<file path="src/rtl/pattern_gen_if.sv">
// pattern_gen_if: request inputs and serial-stream outputs of the pattern generator
interface pattern_gen_if;
    logic       start;
    logic [7:0] data;
    logic [2:0] len;
    logic [1:0] reps;
    logic       x;
    logic       x_valid;
    logic       busy;
    logic       done;
    logic [3:0] fall_cnt;
    modport master (output start, data, len, reps, input x, x_valid, busy, done, fall_cnt);
    modport slave  (input start, data, len, reps, output x, x_valid, busy, done, fall_cnt);
endinterface

</file>
<file path="src/rtl/pattern_gen.sv">
// pattern_gen: serialises data[len:0] MSB-first reps+1 times with one-cycle gaps, counting 1->0 falls
module pattern_gen (
    input logic          clk,
    input logic          rst,
    pattern_gen_if.slave bus_if
);
    typedef enum logic [1:0] {IDLE, SEND, GAP, DONE} state_t;
    state_t     state_q;
    logic [7:0] data_q;
    logic [2:0] len_q, idx_q, idx_d;
    logic [1:0] reps_q;
    logic       prev_q, x_q, xv_q, busy_q, done_q, bit_d;
    logic [3:0] fall_q, fall_d;
    logic [7:0] src_d;
    // Next emitted bit and its fall count; on accept the live inputs are used and history starts cleared
    always_comb begin
        src_d  = (state_q == IDLE) ? bus_if.data : data_q;
        idx_d  = (state_q == IDLE) ? bus_if.len : (state_q == GAP) ? len_q : idx_q - 3'd1;
        bit_d  = src_d[idx_d];
        fall_d = (state_q == IDLE) ? 4'd0 :
                 (prev_q && !bit_d && fall_q != 4'd15) ? fall_q + 4'd1 : fall_q;
    end
    // FSM with all outputs registered so they depend on state only
    always_ff @(posedge clk) begin
        if (rst) begin
            state_q <= IDLE;
            data_q  <= '0;
            len_q   <= '0;
            reps_q  <= '0;
            idx_q   <= '0;
            prev_q  <= 1'b0;
            x_q     <= 1'b0;
            xv_q    <= 1'b0;
            busy_q  <= 1'b0;
            done_q  <= 1'b0;
            fall_q  <= '0;
        end else begin
            case (state_q)
                IDLE: if (bus_if.start) begin
                    data_q  <= bus_if.data;
                    len_q   <= bus_if.len;
                    reps_q  <= bus_if.reps;
                    idx_q   <= idx_d;
                    prev_q  <= bit_d;
                    x_q     <= bit_d;
                    xv_q    <= 1'b1;
                    busy_q  <= 1'b1;
                    fall_q  <= fall_d;
                    state_q <= SEND;
                end
                SEND: if (idx_q != 3'd0) begin
                    idx_q  <= idx_d;
                    prev_q <= bit_d;
                    x_q    <= bit_d;
                    fall_q <= fall_d;
                end else begin
                    x_q     <= 1'b0;
                    xv_q    <= 1'b0;
                    done_q  <= (reps_q == 2'd0);
                    state_q <= (reps_q != 2'd0) ? GAP : DONE;
                end
                GAP: begin
                    reps_q  <= reps_q - 2'd1;
                    idx_q   <= idx_d;
                    prev_q  <= bit_d;
                    x_q     <= bit_d;
                    xv_q    <= 1'b1;
                    fall_q  <= fall_d;
                    state_q <= SEND;
                end
                DONE: begin
                    done_q  <= 1'b0;
                    busy_q  <= 1'b0;
                    state_q <= IDLE;
                end
                default: state_q <= IDLE;
            endcase
        end
    end
    assign bus_if.x        = x_q;
    assign bus_if.x_valid  = xv_q;
    assign bus_if.busy     = busy_q;
    assign bus_if.done     = done_q;
    assign bus_if.fall_cnt = fall_q;
endmodule

</file>
<file path="src/flat_wrapper.sv">
// flat-port wrapper written by rule: the top's interface ports become plain ports
module pattern_gen_flat 
  (clk, rst, bus_if_start, bus_if_data, bus_if_len, bus_if_reps, bus_if_x, bus_if_x_valid, bus_if_busy, bus_if_done, bus_if_fall_cnt);
  pattern_gen_if bus_if_i ();
  input logic clk;
  input logic rst;
  input wire logic [$bits(bus_if_i.start)-1:0] bus_if_start;
  input wire logic [$bits(bus_if_i.data)-1:0] bus_if_data;
  input wire logic [$bits(bus_if_i.len)-1:0] bus_if_len;
  input wire logic [$bits(bus_if_i.reps)-1:0] bus_if_reps;
  output wire logic [$bits(bus_if_i.x)-1:0] bus_if_x;
  output wire logic [$bits(bus_if_i.x_valid)-1:0] bus_if_x_valid;
  output wire logic [$bits(bus_if_i.busy)-1:0] bus_if_busy;
  output wire logic [$bits(bus_if_i.done)-1:0] bus_if_done;
  output wire logic [$bits(bus_if_i.fall_cnt)-1:0] bus_if_fall_cnt;
  assign bus_if_i.start = bus_if_start;
  assign bus_if_i.data = bus_if_data;
  assign bus_if_i.len = bus_if_len;
  assign bus_if_i.reps = bus_if_reps;
  assign bus_if_x = bus_if_i.x;
  assign bus_if_x_valid = bus_if_i.x_valid;
  assign bus_if_busy = bus_if_i.busy;
  assign bus_if_done = bus_if_i.done;
  assign bus_if_fall_cnt = bus_if_i.fall_cnt;
  pattern_gen u_core (.clk(clk), .rst(rst), .bus_if(bus_if_i));
endmodule
</file>
<file path="config.mk">
export PLATFORM = sky130hd
export DESIGN_NAME = pattern_gen_flat
export DESIGN_NICKNAME = d
export VERILOG_FILES = /design/src/rtl/pattern_gen_if.sv /design/src/rtl/pattern_gen.sv /design/src/flat_wrapper.sv
export SDC_FILE = /design/constraint.sdc
export NUM_CORES = 1
export LEC_CHECK = 0
export ABC_CLOCK_PERIOD_IN_PS = 2600
export CAP_MARGIN = 20
export CORE_MARGIN = 1.5
export CORE_UTILIZATION = 28
export DETAILED_ROUTE_END_ITERATION = 12
export PLACE_DENSITY = 0.45
export REMOVE_ABC_BUFFERS = 1
export SLEW_MARGIN = 10
export SYNTH_ARGS = -nofsm -noshare
export SYNTH_HDL_FRONTEND = slang
export SYNTH_SLANG_ARGS = --single-unit
</file>
<file path="constraint.sdc">
create_clock -name clk -period 2.6 [get_ports clk]
set_clock_uncertainty 0.2 [all_clocks]
set_input_delay 0.39 -clock clk [delete_from_list [all_inputs] [get_ports clk]]
set_output_delay 0.39 -clock clk [all_outputs]
set_load 0.03 [all_outputs]
</file>
==> results of run 1 <==
[layout by cell type (no fill, tap or decap), types with 4 or more instances in the layout]
| cell | count |
|---|---|
| inv_1 | 6 |
| buf_4 | 10 |
| clkdlybuf4s50_1 | 23 |
| nor2_1 | 8 |
| a211oi_1 | 4 |
| ha_1 | 4 |
| o21ai_0 | 8 |
| dfxtp_1 | 27 |
| nand2_1 | 34 |
| mux2i_1 | 14 |
| nor2b_1 | 5 |
| nand3_1 | 6 |
| a21oi_1 | 22 |
| a22oi_1 | 4 |
[per-layer routing]
| metal | wire length (um) | up-vias |
|---|---|---|
| met1 | 1890 | 647 |
| met3 | 101 | 4 |
| met2 | 1620 | 22 |
| met4 | 35 | 0 |
| li1 | - | 705 |
| met5 | 0 | - |
[critical path: cells and delay by family (launching register included)]
kind            cells  cell delay (ns)
simple gates        3             0.80
flops               1             0.56
buf+inv             1             0.14
mux                 2             0.43
compound gates      1             0.12
[cell type report]
type	count	share of cell area, %
inverter	7	1.40
tap	70	4.66
timing repair buffer	33	16.2
clock buffer	4	2.40
sequential	27	28.8
multi-input combinational	140	46.5
[registers in the layout, indices dropped and copies added, names as in the netlist]
name                    count
u_core.bus_if.x             1
u_core.bus_if.x_valid       1
u_core.prev_q               1
u_core.bus_if.fall_cnt      4
u_core.len_q                3
u_core.state_q              2
u_core.data_q               8
u_core.reps_q               2
u_core.bus_if.done          1
u_core.bus_if.busy          1
u_core.idx_q                3
[cell families (layout without fill, tap and decap cells)]
group | count (synthesis) | count (layout) | share of synthesized area [%]
simple gates | 72 | 72 | 24.2
fa+ha+maj | 4 | 4 | 3.33
mux | 16 | 16 | 11.1
xor+xnor | 1 | 1 | 0.582
compound gates | 47 | 47 | 18.9
flops | 27 | 27 | 35.9
buf+inv | 20 | 44 | 5.91
[power by group through the flow]
stage                     registers, mW  clock network, mW  logic, mW
after floorplan                   0.531                  0      0.229
after global placement            0.505                  0      0.412
after detailed placement          0.506                  0      0.415
after CTS                         0.497              0.263      0.416
after global routing              0.505              0.276      0.456
final                             0.497              0.249      0.409
[through the flow]
stage / hold WS, ns / area, um^2 / power [mW]
floorplan: 0.230 / 1440 / 0.760
global placement: 0.245 / 1830 / 0.917
detailed placement: 0.250 / 1830 / 0.921
CTS: 0.264 / 1880 / 1.18
global route: 0.295 / 1880 / 1.24
finish: 0.260 / 1880 / 1.16
[path summary, 6_finish.rpt]
check / end / depth (start not counted) / from
setup / recovery: u_core.prev_q$_SDFFE_PP0P_ / 7 / u_core.state_q[1]$_SDFFE_PP0P_
setup reg to reg: u_core.prev_q$_SDFFE_PP0P_ / 7 / u_core.state_q[1]$_SDFFE_PP0P_
hold / removal: u_core.len_q[2]$_SDFFE_PP0P_ / 2 / u_core.len_q[2]$_SDFFE_PP0P_
hold reg to reg: u_core.len_q[2]$_SDFFE_PP0P_ / 2 / u_core.len_q[2]$_SDFFE_PP0P_
==> results.md, run 1 <==
- Chip width: roughly 76 um
- Drt wl/cell: 13.0 um
- I/O Buffers: 23
- Layout area overhead: 25.0%
- # H-tree levels: 1
- Skew-Pair Late Insertion Delay: about 0.28 ns
- Critical Path Sink Type: flip-flop
- Crit path max fanout: 8
- Fin. Hold Viols: 0
- Starting DRT DRC Count: 26
- Worst Path Arrival: 2.34 ns
- Layout Utilization: 36.6%
- Hold Buf Count CTS: 0
- Hpwl dp: roughly 2.7 mm
- Post-synth cell types: 38
- Root Driver: clkbuf_8
- Ports: 24
- NetSw: between 400 and 500 uW
- R2R setup slack: roughly 0.28 ns
- Non-Filler Instances: roughly 280
- RSZ-0062 raised after global routing: no
- Largest net degree at the start of global routing: 24
- Bufs on Longest Clock Path: 2
- P_leak: ~0.68 nW
- Top cells by area, synth: dfxtp_1 36%, mux2i_1 9.3%, nand2_1 8.5%
- Worst-Margin Slew: 0.529 ns
- Seq/Total Area, Yosys: between 30% and 40%
- Ys Warns: 0
- Max Clock Freq: roughly 430 MHz
- Async S/R FF share, synth: 0%
- DIE HEIGHT: ~76 um
- Fraction of layout cells with a size suffix above 1: under 10%
- Final period util: 89.2%
- Clock period minus worst slack: ~2.3 ns
- Multi-input gate area: slightly below 900 um^2
- CTS clk-pin slew, worst paths: 0.10 ns
- Setup TNS: 0 ns
- Synth top area share: between 30% and 40%
- Flops & latches, synth: 27
- 1st-pass router iterations: 4
- Post-Syn Area: around 1500 um^2
- Sw frac: a little over a third
- Clock share of power: between 20% and 30%
- Post-DR vias/cell: around 4.9
- Met1 Resource Use GR: between 10% and 20%
- Max-cap check violation count: 0
- Met3 Resource Use GR: roughly 2.0%
- Seq pwr share: a little over two fifths
- WP data required: roughly 2.6 ns
- Top-count cell post-synth: nand2_1
- DRT antenna net count: 0
- Max VDD drop: 0.000220 V
- Placement row count: 26
- WL final: about 3.6 mm
- Core area: 5140 um^2
- Vias in the first global route: between 1,000 and 1,500
- Final WS setup: around 0.28 ns
- Place WS: 0.0557 ns
- CP Cell Sequence: mux2i_1 -> mux2i_2 -> or4_1 -> nand4_4 -> buf_4 -> nand3_1 -> a21oi_1
- Placed Instances: roughly 280
- Hold Path Class: flip-flop to flip-flop
- Power Dens Cells: approximately 610 nW/um^2
- Effective utilization at floorplan: 29.3%
- Remaining DRCs: 0
- Post-Synthesis Cells: between 150 and 200
- Pint: between 700 and 800 uW
- Reg area: approximately 540 um^2
- Top FF cell, synth: dfxtp_1
- Total CTS buffers: 3
- GRT Overall Usage: between 10% and 20%
- Gr busiest metal: met2
- Slew HR: approximately 65%
- Avg Cell Area, Syn: between 8 and 9 um^2
- Fillers: between 500 and 600
- Max Slew Vio Count: 0
- Met2 Use GR: between 20% and 30%
- Routability cong.: about 0.75
- CTS resizes: 0
- Startpoint Class: flip-flop
- Synth cell count leaders: 34 x nand2_1, 27 x dfxtp_1, 22 x a21oi_1
- Status: completed
- CTS tree: built
- Number of enable flip-flop cells after synthesis: 0
- Grt total ovfl: 0
- Initial antenna violation count: 0
- Final setup viols: 0
- Crit Path Category: flip-flop to flip-flop
- Post-CTS Setup Bufs: 0
- Final #Nets: ~230
- Worst path max stage delay: between 0.5 and 0.6 ns
- DIE AREA: approximately 5800 um^2
- First-pass GRT wire length: between 6 and 7 mm
- Critical-path top delay cell: or4_1
- Combinational Power Share: between 30% and 40%
- Area leader, netlist: dfxtp_1
- Vias: 1,378
- Num Clock Sinks: 27
- # diodes: 0
No activity file was read; power rests on OpenSTA's default activity.
==> inputs of run 2 (changes only) <==
- CAP_MARGIN: 20 -> unset
==> results of run 2 <==
Same layout as run 1: the final DEF is identical, and so are final timing and power.
==> inputs of run 3 (changes only) <==
- CORE_ASPECT_RATIO: unset -> 0.5
- CORE_UTILIZATION: 28 -> 30
- DONT_BUFFER_PORTS: unset -> 1
- PLACE_DENSITY: 0.45 -> 0.42
==> run 3 against run 2 <==
Effect of this change: non-clock buffer count shrank 26; cell count shrank 11%; worst hold slack lost 0.22 ns; register-to-register slack is essentially flat; worst setup slack lost 0.0078 ns; maximum frequency shrank 0.33%; via count shrank 6.5%; sequential share of layout area grew 4.5 points; first-iteration DRC count grew 50%; sequential power grew 4.8%; final area shrank 14%; die area shrank 6.0%.
==> results.md, run 3 (synthesis gave the netlist of run 1 again) <==
- Status: completed
- Chip width: 103 um (+35%)
- WL met3: 215 um (+110%)
- CTS resizes: 0 (unchanged)
- Vias in the first global route: 1,195 (-8.9%)
- Non-Filler Instances: 251 (-11%)
- DIE HEIGHT: 53.1 um (-30%)
- I/O Buffers: 0 (-100%)
- CTS tree: built
- Num Clock Sinks: 27 (unchanged)
- Grt total ovfl: 0 (unchanged)
- Place WS: 0.280 ns (+0.224 ns)
- P_leak: 0.574 nW (-15%)
- Reg-to-Reg End: u_core.bus_if.fall_cnt[1]$_SDFFE_PP0P_
- Layout area overhead: 7.99%
- # diodes: 0 (unchanged)
- Fillers: 498 (-15%)
- Slew HR: 37.1% (-28 points)
- NetSw: 388 uW (-3.3%)
- R2R setup slack: 0.27 ns (about the same)
- Worst Path Arrival: 2.30 ns (-0.04 ns)
- Bufs on Longest Clock Path: 2 (unchanged)
- DRT antenna net count: 0 (unchanged)
- Hold Path Class: input pin to flip-flop
- Max-cap check violation count: 0 (unchanged)
- Root Driver: clkbuf_8
- Commonest non-fill, non-tap cell in the layout: nand2_1
- Drt wl/cell: 14.8 um (+14%)
- CTS clk-pin slew, worst paths: 0.09 ns (about the same)
- 1st-pass router iterations: 4 (unchanged)
- Largest net degree at the start of global routing: 24 (unchanged)
- Critical Path Sink Type: flip-flop
- Power Dens Cells: 673 nW/um^2 (+9.5%)
- R2R depth: 6 (-1)
- Max Slew Vio Count: 0 (unchanged)
- Setup TNS: 0 ns (unchanged)
- Max Clock Freq: 430 MHz (-0.33%)
- Most flops, register: u_core.data_q
- Starting DRT DRC Count: 39 (+50%)
- Met2 Routed Length: 1.44 mm (-11%)
- Startpoint Class: flip-flop
- Effective utilization at floorplan: 32.7% (+3.5 points)
- Uppermost routed layer: met4
- Worst r2r src: u_core.state_q[1]$_SDFFE_PP0P_
- Final period util: 89.5% (+0.30 points)
- DIE AREA: 5470 um^2 (-6.0%)
- Post-DR vias/cell: 5.13 (+4.6%)
- Worst hold path depth: 2 (unchanged)
- # H-tree levels: 1 (unchanged)
- Post-route met1 wirelength: 2.04 mm (+8.1%)
- Initial antenna violation count: 0 (unchanged)
- Total CTS buffers: 3 (unchanged)
- Pint: 705 uW (-6.5%)
- Crit path max fanout: 8 (unchanged)
- Clock period minus worst slack: 2.33 ns (+0.00776 ns)
- Largest register FFs: 8 (unchanged)
- Vias: 1,288 (-6.5%)
- Hold Buf Count CTS: 1 (+1)
- Placement row count: 17 (-35%)
- Commonest cells after routing, fill and taps aside: 34 x nand2_1, 27 x dfxtp_1, 22 x a21oi_1
- Combinational Power Share: 29.8% (-5.6 points)
- Core area: 4590 um^2 (-11%)
- Remaining DRCs: 0 (unchanged)
- Crit Path Category: flip-flop to flip-flop
- Layout Utilization: 35.3% (-1.2 points)
- Clock share of power: 22.5% (+1.0 points)
- First-pass GRT wire length: 6.02 mm (-5.0%)
- Fin. Hold Viols: 0 (unchanged)
- Final setup viols: 0 (unchanged)
- Placed Instances: 246 (-11%)
- Skew-Pair Late Insertion Delay: 0.27 ns (about the same)
- Post-CTS Setup Bufs: 0 (unchanged)
- Final WS setup: 0.273 ns (-0.00776 ns)
- Worst-Margin Slew: 0.941 ns (+0.412 ns)
- Worst Hold End: u_core.data_q[5]$_SDFFE_PP0P_
- WL final: 3.71 mm (+1.8%)
- RSZ-0062 raised after global routing: no
- Fraction of layout cells with a size suffix above 1: 8.65% (-0.83 points)
- Routability cong.: 0.683 (-8.5%)
- Ports: 24 (unchanged)
- Final #Nets: 206 (-11%)
- Hpwl dp: 2.67 mm (-0.30%)
- Min-delay src: bus_if_data[5]
- Hold Worst Slack: 0.0402 ns (-0.220 ns)
- GRT Overall Usage: 14.7% (+1.4 points)
- Sw frac: 35.5% (+0.78 points)
- Max VDD drop: 0.000192 V (-13%)
- WP data required: 2.57 ns (-0.05 ns)
- Seq pwr share: 47.7% (+4.7 points)
-- run 3: changes by cell type in the layout (fill, tap and decap cells not counted) --
cell / delta
buf_4: -4
clkdlybuf4s50_1: -23
dlygate4sd3_1: +1
-- run 3: cell type report --
type / instances / area, um^2 / share of cell area (%)
multi-input cells: 140 / 875 / 53.9
flip-flops and latches: 27 / 541 / 33.3
well taps: 66 / 82.6 / 5.08
repair buffers: 7 / 55.1 / 3.39
clock buffers: 4 / 45.0 / 2.77
inverters: 7 / 26.3 / 1.62
-- run 3: layer usage --
layer,vias up,track usage [%]
met1,610,21.2
met4,0,1.35
met5,-,0
li1,655,-
met2,21,21.7
met3,2,5.15
-- run 3: power by group through the flow --
stage                     Clock [mW]  Sequential, mW  Combinational, mW
after floorplan                    0           0.531              0.229
after global placement             0           0.531              0.317
after detailed placement           0           0.531              0.318
after CTS                      0.259           0.521              0.327
after global routing           0.275           0.528              0.366
final                          0.246           0.521              0.326
-- run 3: metrics by stage --
stage	instance area (um^2)	power, mW
after detailed placement	1570	0.849
after global routing	1620	1.17
after CTS	1620	1.11
after floorplan	1440	0.760
final	1620	1.09
after global placement	1570	0.848
-- run 3: worst max-delay path by stage --
stage                              startpoint                                      to  slack [ns]
6_report       u_core.state_q[1]$_SDFFE_PP0P_  u_core.bus_if.fall_cnt[1]$_SDFFE_PP0P_        0.27
5_1_grt          u_core.idx_q[0]$_SDFFE_PP0P_  u_core.bus_if.fall_cnt[3]$_SDFFE_PP0P_         0.1
4_1_cts        u_core.state_q[1]$_SDFFE_PP0P_  u_core.bus_if.fall_cnt[1]$_SDFFE_PP0P_        0.27
3_5_place_dp   u_core.state_q[1]$_SDFFE_PP0P_  u_core.bus_if.fall_cnt[1]$_SDFFE_PP0P_        0.28
3_3_place_gp   u_core.state_q[1]$_SDFFE_PP0P_  u_core.bus_if.fall_cnt[1]$_SDFFE_PP0P_        0.27
2_1_floorplan    u_core.idx_q[0]$_SDFFE_PP0P_  u_core.bus_if.fall_cnt[3]$_SDFFE_PP0P_        0.28
-- run 3: worst max-delay path, stage by stage (launching register included) --
cell	delay (ns)
dfxtp_1	0.52
mux2i_1	0.32
mux2i_2	0.16
or4_1	0.57
nand4_4	0.17
mux2i_1	0.20
o21ai_1	0.08
